$ cat src/rtl/vga_timing_pkg.sv
// Shared VGA timing constants, pattern-select encoding and colour helpers.
// Used by vga_timing_gen and, when VGA_TEST_PATTERN_EN is defined, vga_pattern_gen.
package vga_timing_pkg;

  localparam int VGA640_H_ACTIVE = 640;
  localparam int VGA640_H_FRONT  = 16;
  localparam int VGA640_H_SYNC   = 96;
  localparam int VGA640_H_BACK   = 48;
  localparam int VGA640_V_ACTIVE = 480;
  localparam int VGA640_V_FRONT  = 10;
  localparam int VGA640_V_SYNC   = 2;
  localparam int VGA640_V_BACK   = 33;

  localparam int SVGA800_H_ACTIVE = 800;
  localparam int SVGA800_H_FRONT  = 40;
  localparam int SVGA800_H_SYNC   = 128;
  localparam int SVGA800_H_BACK   = 88;
  localparam int SVGA800_V_ACTIVE = 600;
  localparam int SVGA800_V_FRONT  = 1;
  localparam int SVGA800_V_SYNC   = 4;
  localparam int SVGA800_V_BACK   = 23;

  typedef enum logic [1:0] {
    PAT_BARS  = 2'd0,
    PAT_GRID  = 2'd1,
    PAT_WHITE = 2'd2,
    PAT_RAMP  = 2'd3
  } pat_sel_e;

  typedef struct packed {
    logic [3:0] r;
    logic [3:0] g;
    logic [3:0] b;
  } rgb_t;

  localparam rgb_t RGB_WHITE   = 12'hFFF;
  localparam rgb_t RGB_YELLOW  = 12'hFF0;
  localparam rgb_t RGB_CYAN    = 12'h0FF;
  localparam rgb_t RGB_GREEN   = 12'h0F0;
  localparam rgb_t RGB_MAGENTA = 12'hF0F;
  localparam rgb_t RGB_RED     = 12'hF00;
  localparam rgb_t RGB_BLUE    = 12'h00F;
  localparam rgb_t RGB_BLACK   = 12'h000;

  // Colour-bar order, left to right
  function automatic rgb_t bar_colour(input logic [2:0] idx);
    case (idx)
      3'd0:    return RGB_WHITE;
      3'd1:    return RGB_YELLOW;
      3'd2:    return RGB_CYAN;
      3'd3:    return RGB_GREEN;
      3'd4:    return RGB_MAGENTA;
      3'd5:    return RGB_RED;
      3'd6:    return RGB_BLUE;
      default: return RGB_BLACK;
    endcase
  endfunction

endpackage

$ cat src/rtl/vga_pattern_gen.sv
// Combinational test-pattern colour from active-area x/y and pattern select.
// Output is black outside the active area; the parent registers it.
module vga_pattern_gen
  import vga_timing_pkg::*;
#(
  parameter int H_ACTIVE = 640,
  parameter int V_ACTIVE = 480,
  parameter int COORD_W  = 10
) (
  input  logic [COORD_W-1:0] x,
  input  logic [COORD_W-1:0] y,
  input  logic [1:0]         sel,
  input  logic               de,
  output rgb_t               rgb
);

  localparam int BAR_W = (H_ACTIVE / 8 > 0) ? H_ACTIVE / 8 : 1;

  int  bar_idx;
  logic grid;

  always_comb begin
    rgb     = RGB_BLACK;
    bar_idx = int'(x) / BAR_W;
    if (bar_idx > 7) bar_idx = 7;
    grid = (int'(x) % 32 == 0) || (int'(y) % 32 == 0) ||
           (int'(x) == H_ACTIVE - 1) || (int'(y) == V_ACTIVE - 1);
    case (pat_sel_e'(sel))
      PAT_BARS:  rgb = bar_colour(3'(bar_idx));
      PAT_GRID:  rgb = grid ? RGB_WHITE : RGB_BLACK;
      PAT_WHITE: rgb = RGB_WHITE;
      PAT_RAMP:  rgb.r = x[COORD_W-1 -: 4];
      default:   rgb = RGB_BLACK;
    endcase
    if (!de) rgb = RGB_BLACK;
  end

endmodule

$ cat src/rtl/vga_timing_gen.sv
// Parametrised VGA raster timing generator: sync, DE, x/y, line/frame markers.
// Define VGA_TEST_PATTERN_EN to drive red/green/blue from vga_pattern_gen.
module vga_timing_gen
  import vga_timing_pkg::*;
#(
  parameter int H_ACTIVE  = VGA640_H_ACTIVE,
  parameter int H_FRONT   = VGA640_H_FRONT,
  parameter int H_SYNC    = VGA640_H_SYNC,
  parameter int H_BACK    = VGA640_H_BACK,
  parameter int V_ACTIVE  = VGA640_V_ACTIVE,
  parameter int V_FRONT   = VGA640_V_FRONT,
  parameter int V_SYNC    = VGA640_V_SYNC,
  parameter int V_BACK    = VGA640_V_BACK,
  parameter int HSYNC_POL = 1,
  parameter int VSYNC_POL = 1,
  parameter int COORD_W   = 10
) (
  input  logic               clock,
  input  logic               reset,
  input  logic               pixelEnable,
  input  logic [1:0]         patternSel,
  output logic               hsync,
  output logic               vsync,
  output logic               canDisplayImage,
  output logic [COORD_W-1:0] x,
  output logic [COORD_W-1:0] y,
  output logic               lineStart,
  output logic               frameStart,
  output logic [15:0]        frameCount,
  output logic [3:0]         red,
  output logic [3:0]         green,
  output logic [3:0]         blue
);

  localparam int H_TOTAL = H_ACTIVE + H_FRONT + H_SYNC + H_BACK;
  localparam int V_TOTAL = V_ACTIVE + V_FRONT + V_SYNC + V_BACK;
  localparam int HW      = $clog2(H_TOTAL);
  localparam int VW      = $clog2(V_TOTAL);
  localparam int H_START = H_SYNC + H_BACK;
  localparam int V_START = V_SYNC + V_BACK;
  localparam logic HS_ON = (HSYNC_POL != 0);
  localparam logic VS_ON = (VSYNC_POL != 0);
  localparam logic [HW-1:0] H_LAST = HW'(H_TOTAL - 1);
  localparam logic [VW-1:0] V_LAST = VW'(V_TOTAL - 1);

  logic [HW-1:0]      h_cnt;
  logic [VW-1:0]      v_cnt;
  logic               h_act, v_act, de_nxt, hs_nxt, vs_nxt, ls_nxt, fs_nxt;
  logic [COORD_W-1:0] x_nxt, y_nxt;
  logic               first_q;
  rgb_t               rgb_nxt, rgb_q;

  always_comb begin
    h_act  = (int'(h_cnt) >= H_START) && (int'(h_cnt) < H_START + H_ACTIVE);
    v_act  = (int'(v_cnt) >= V_START) && (int'(v_cnt) < V_START + V_ACTIVE);
    de_nxt = h_act && v_act;
    x_nxt  = de_nxt ? COORD_W'(int'(h_cnt) - H_START) : '0;
    y_nxt  = de_nxt ? COORD_W'(int'(v_cnt) - V_START) : '0;
    hs_nxt = (int'(h_cnt) < H_SYNC) ? HS_ON : ~HS_ON;
    vs_nxt = (int'(v_cnt) < V_SYNC) ? VS_ON : ~VS_ON;
    ls_nxt = (h_cnt == '0);
    fs_nxt = ls_nxt && (v_cnt == '0);
  end

`ifdef VGA_TEST_PATTERN_EN
  logic [1:0] sel_q, sel_cur;

  // The frame's select is captured at its first pixel, so count (0,0) sees it live
  assign sel_cur = fs_nxt ? patternSel : sel_q;

  always_ff @(posedge clock) begin
    if (reset)                      sel_q <= '0;
    else if (pixelEnable && fs_nxt) sel_q <= patternSel;
  end

  vga_pattern_gen #(
    .H_ACTIVE (H_ACTIVE),
    .V_ACTIVE (V_ACTIVE),
    .COORD_W  (COORD_W)
  ) u_pat (
    .x   (x_nxt),
    .y   (y_nxt),
    .sel (sel_cur),
    .de  (de_nxt),
    .rgb (rgb_nxt)
  );
`else
  wire unused_pattern_sel = &{1'b0, patternSel};
  assign rgb_nxt = RGB_BLACK;
`endif

  always_ff @(posedge clock) begin
    if (reset) begin
      h_cnt           <= '0;
      v_cnt           <= '0;
      hsync           <= ~HS_ON;
      vsync           <= ~VS_ON;
      canDisplayImage <= 1'b0;
      x               <= '0;
      y               <= '0;
      lineStart       <= 1'b0;
      frameStart      <= 1'b0;
      frameCount      <= '0;
      first_q         <= 1'b1;
      rgb_q           <= RGB_BLACK;
    end else if (pixelEnable) begin
      if (h_cnt == H_LAST) begin
        h_cnt <= '0;
        v_cnt <= (v_cnt == V_LAST) ? '0 : v_cnt + 1'b1;
      end else begin
        h_cnt <= h_cnt + 1'b1;
      end
      hsync           <= hs_nxt;
      vsync           <= vs_nxt;
      canDisplayImage <= de_nxt;
      x               <= x_nxt;
      y               <= y_nxt;
      lineStart       <= ls_nxt;
      frameStart      <= fs_nxt;
      rgb_q           <= rgb_nxt;
      // The frame that starts right after reset is not a completed frame
      if (fs_nxt) begin
        if (first_q) first_q    <= 1'b0;
        else         frameCount <= frameCount + 1'b1;
      end
    end else begin
      lineStart  <= 1'b0;
      frameStart <= 1'b0;
    end
  end

  assign red   = rgb_q.r;
  assign green = rgb_q.g;
  assign blue  = rgb_q.b;

endmodule

$ cat config.mk
export PLATFORM = sky130hd
export DESIGN_NAME = vga_timing_gen
export DESIGN_NICKNAME = d
export VERILOG_FILES = /design/src/rtl/vga_timing_pkg.sv /design/src/rtl/vga_pattern_gen.sv /design/src/rtl/vga_timing_gen.sv
export SDC_FILE = /design/constraint.sdc
export NUM_CORES = 1
export LEC_CHECK = 0
export ABC_AREA = 1
export BUFFER_PORTS_ARGS = -buffer_cell sky130_fd_sc_hd__buf_4
export CAP_MARGIN = 20
export CORE_ASPECT_RATIO = 0.7
export CORE_MARGIN = 2
export CORE_UTILIZATION = 30
export DETAILED_ROUTE_END_ITERATION = 7
export HOLD_SLACK_MARGIN = 0.06
export PLACE_DENSITY = 0.56
export SLEW_MARGIN = 20
export SYNTH_ARGS = -nofsm -noshare
export SYNTH_HDL_FRONTEND = slang
export SYNTH_HIERARCHICAL = 1
export SYNTH_SLANG_ARGS = --single-unit
$ cat constraint.sdc
create_clock -name clock -period 1.9 [get_ports clock]
set_clock_uncertainty 0.1 [all_clocks]
set_input_delay 0 -clock clock [delete_from_list [all_inputs] [get_ports clock]]
set_output_delay 0 -clock clock [all_outputs]
set_load 0.01 [all_outputs]
==> results.cfg <==
[power_and_ir_drop]
powerDensity_mw_per_mm2 = 717
leakagePower_nw = 1.82
peakVddDrop_mv = 0.386

[yosys]
ys_ff_latch = 62
synth.area.top_cells = dfxtp_1, nand2_1, a21oi_2
ys_warn_count = 6
synth-seq-area-share_pct = 34.9
synth.most_common_cell = nand2_1
syn_avg_cell_area_sq_um = 7.09
syn-cell-area_sq_mm = 0.00356
yosys.area_share.simple_pct = 33.7
yosys.area.top_type = dfxtp_1
synth-xor-area-share_pct = 4.43
ys_types = 32
synth_enable_flop_cells = 0
synth_top_family_by_area = simple AND/OR/NAND/NOR gates
async_flop_share_pct = 0
ys.flop_type = dfxtp_1
syn_inst = 502
synth-compound-area-share_pct = 12.5
synthMuxAreaShare_pct = 0
yosys.area.top_type_share_pct = 34.9
synthAdderAreaFrac_pct = 3.16
yosys-top-cells-count = nand2_1, dfxtp_1, inv_1

[clock_network]
insertion_delay_ns = 0.33
cts_buffers = 9
clockBufferDepth = 2
htree_levels = 3
cts_tree = done
clk_pin_slew_ns = 0.05
cts_sinks = 62
root_buffer = clkbuf_16

[timing]
post-route-period-util_pct = 92.7
fmax_mhz = 568
final.min_clock_period_ns = 1.76
tightestPinTransition_ns = 0.502
slew_violations = 0
slew_headroom_pct = 66.3
setup_viol = 0
finalHoldViolations = 0

[floorplan]
initial_core_util_pct = 30.6
rows = 33
die_area_sq_mm = 0.0128
ios = 58
die_w_um = 134
die_h_um = 95.1
coreArea_sq_mm = 0.0116

[layout]
final_layout_size_suffix_gt1_share_pct = 25.6
final_util_pct = 37.7
instances_no_fill = 719
fin_nets = 571
multi_input_area_sq_mm = 0.00196
seq_area_sq_mm = 0.00124
areaGrowthSynthToFinish_pct = 23.3
nFillCells = 1237
antennaDiodeCount = 0
fin_area_sq_mm = 0.00439

[global_route]
grt_max_degree = 27
grt-ovfl-total = 0
antenna_found_initial = 0
grt_pass1_vias = 3030
grt_util_all_layers_pct = 14.7
grt_first_pass_wirelength_um = 14600

[routing]
drt_iter0_markers = 169
route.detailed.vias_per_inst = 4.49
ant_nets = 0
drc = 0
wl_per_cell_um = 12.3
routed_wl_um = 8820
drt-pass1-iter-count = 4
num_vias = 3226

[job]
drv_cap = 0

[place]
dp.cells = 700
io_buffers = 43
gp_congestion = 0.923
post_dp_cell_area_sq_mm = 0.00404
hpwlAfterDp_um = 6640

[critical_path]
crit_path_max_fanout = 17
worstPathRequired_ns = 2.07
ff2ff_setup_slack_ns = 0.14
start_kind = flop
crit_arrival_ns = 1.93
reg2reg_depth = 10
cp-end-kind = flop
critPathKind = reg2reg

[outcome]
status = completed

[min_path]
whs_path_depth = 2
hp-class = reg2reg
[area by class of cell]
type                            instances  area share, %
Multi-Input combinational cell        371           44.8
Sequential cell                        62           28.3
Timing Repair Buffer                   61           11.1
Clock buffer                           12           5.85
Tap cell                              157           4.48
Inverter                               52           4.45
Clock inverter                          4           1.03
[sequential cells by signal, summed over array words and instances, names as in the netlist]
name and count:
canDisplayImage 1, first_q 1, frameCount 16, frameStart 1, h_cnt 10, hsync 1
lineStart 1, v_cnt 10, vsync 1, x 10, y 10
[final timing paths]
check / endpoint / startpoint
min: vsync / vsync
max: x[6] / h_cnt[4]
min reg2reg: vsync / vsync
max reg2reg: x[6] / h_cnt[4]
[where the power goes]
part	switching [mW]	internal, mW	total [mW]
combinational	0.107	0.0503	0.158
sequential	0.0106	1.32	1.33
clock	0.584	1.08	1.66
[worst max-delay path, stage by stage (launching register included)]
cell,delay (ns)
dfxtp_1,0.38
inv_2,0.10
ha_1,0.25
nand2_1,0.11
a21oi_1,0.07
nand2_1,0.09
nand3_2,0.09
nor2_4,0.13
buf_12,0.19
nand2_2,0.07
a21oi_2,0.11
[layout by cell type (no fill, tap or decap), types with 10 or more instances in the layout]
cell,instances
nor3_1,14
nor2_1,38
nand4_1,10
o21ai_0,12
a21oi_1,30
conb_1,12
nand2_2,21
dfxtp_1,61
buf_4,57
inv_2,11
a21oi_2,20
nand3_1,23
xor2_1,18
nand2_1,137
inv_1,41
[kinds of logic (layout without fill, tap and decap cells)]
| logic type | Yosys count | in the layout |
|---|---|---|
| compound gates | 71 | 71 |
| xor+xnor | 18 | 18 |
| fa+ha+maj | 9 | 9 |
| buf+inv | 80 | 129 |
| flops | 62 | 62 |
| other cells | 1 | 12 |
| simple gates | 261 | 261 |
[metrics by stage]
stage | setup WS, ns | power, mW | hold WS, ns | setup TNS (ns)
2_1_floorplan | 0.339 | 1.47 | -0.00576 | 0
5_1_grt | -0.0152 | 3.26 | 0.391 | -0.0156
3_3_place_gp | 0.115 | 1.50 | 0.169 | 0
4_1_cts | 0.0523 | 3.18 | 0.374 | 0
3_5_place_dp | 0.0603 | 1.50 | 0.171 | 0
6_report | 0.139 | 3.15 | 0.374 | 0
[per-layer routing]
| metal | GRT usage, % | wire, um |
|---|---|---|
| met1 | 20.5 | 4720 |
| met2 | 21.8 | 3640 |
| met3 | 4.04 | 357 |
| met4 | 4.74 | 106 |
| met5 | 0 | 0 |
[repair_timing]
item	4_1_cts	5_1_grt
hold buffers	2	0
setup endpoints to repair	0	40
setup buffers	0	1
hold endpoints to repair	27	0
resized for setup	0	4
Power figures use the tool's default switching activity.
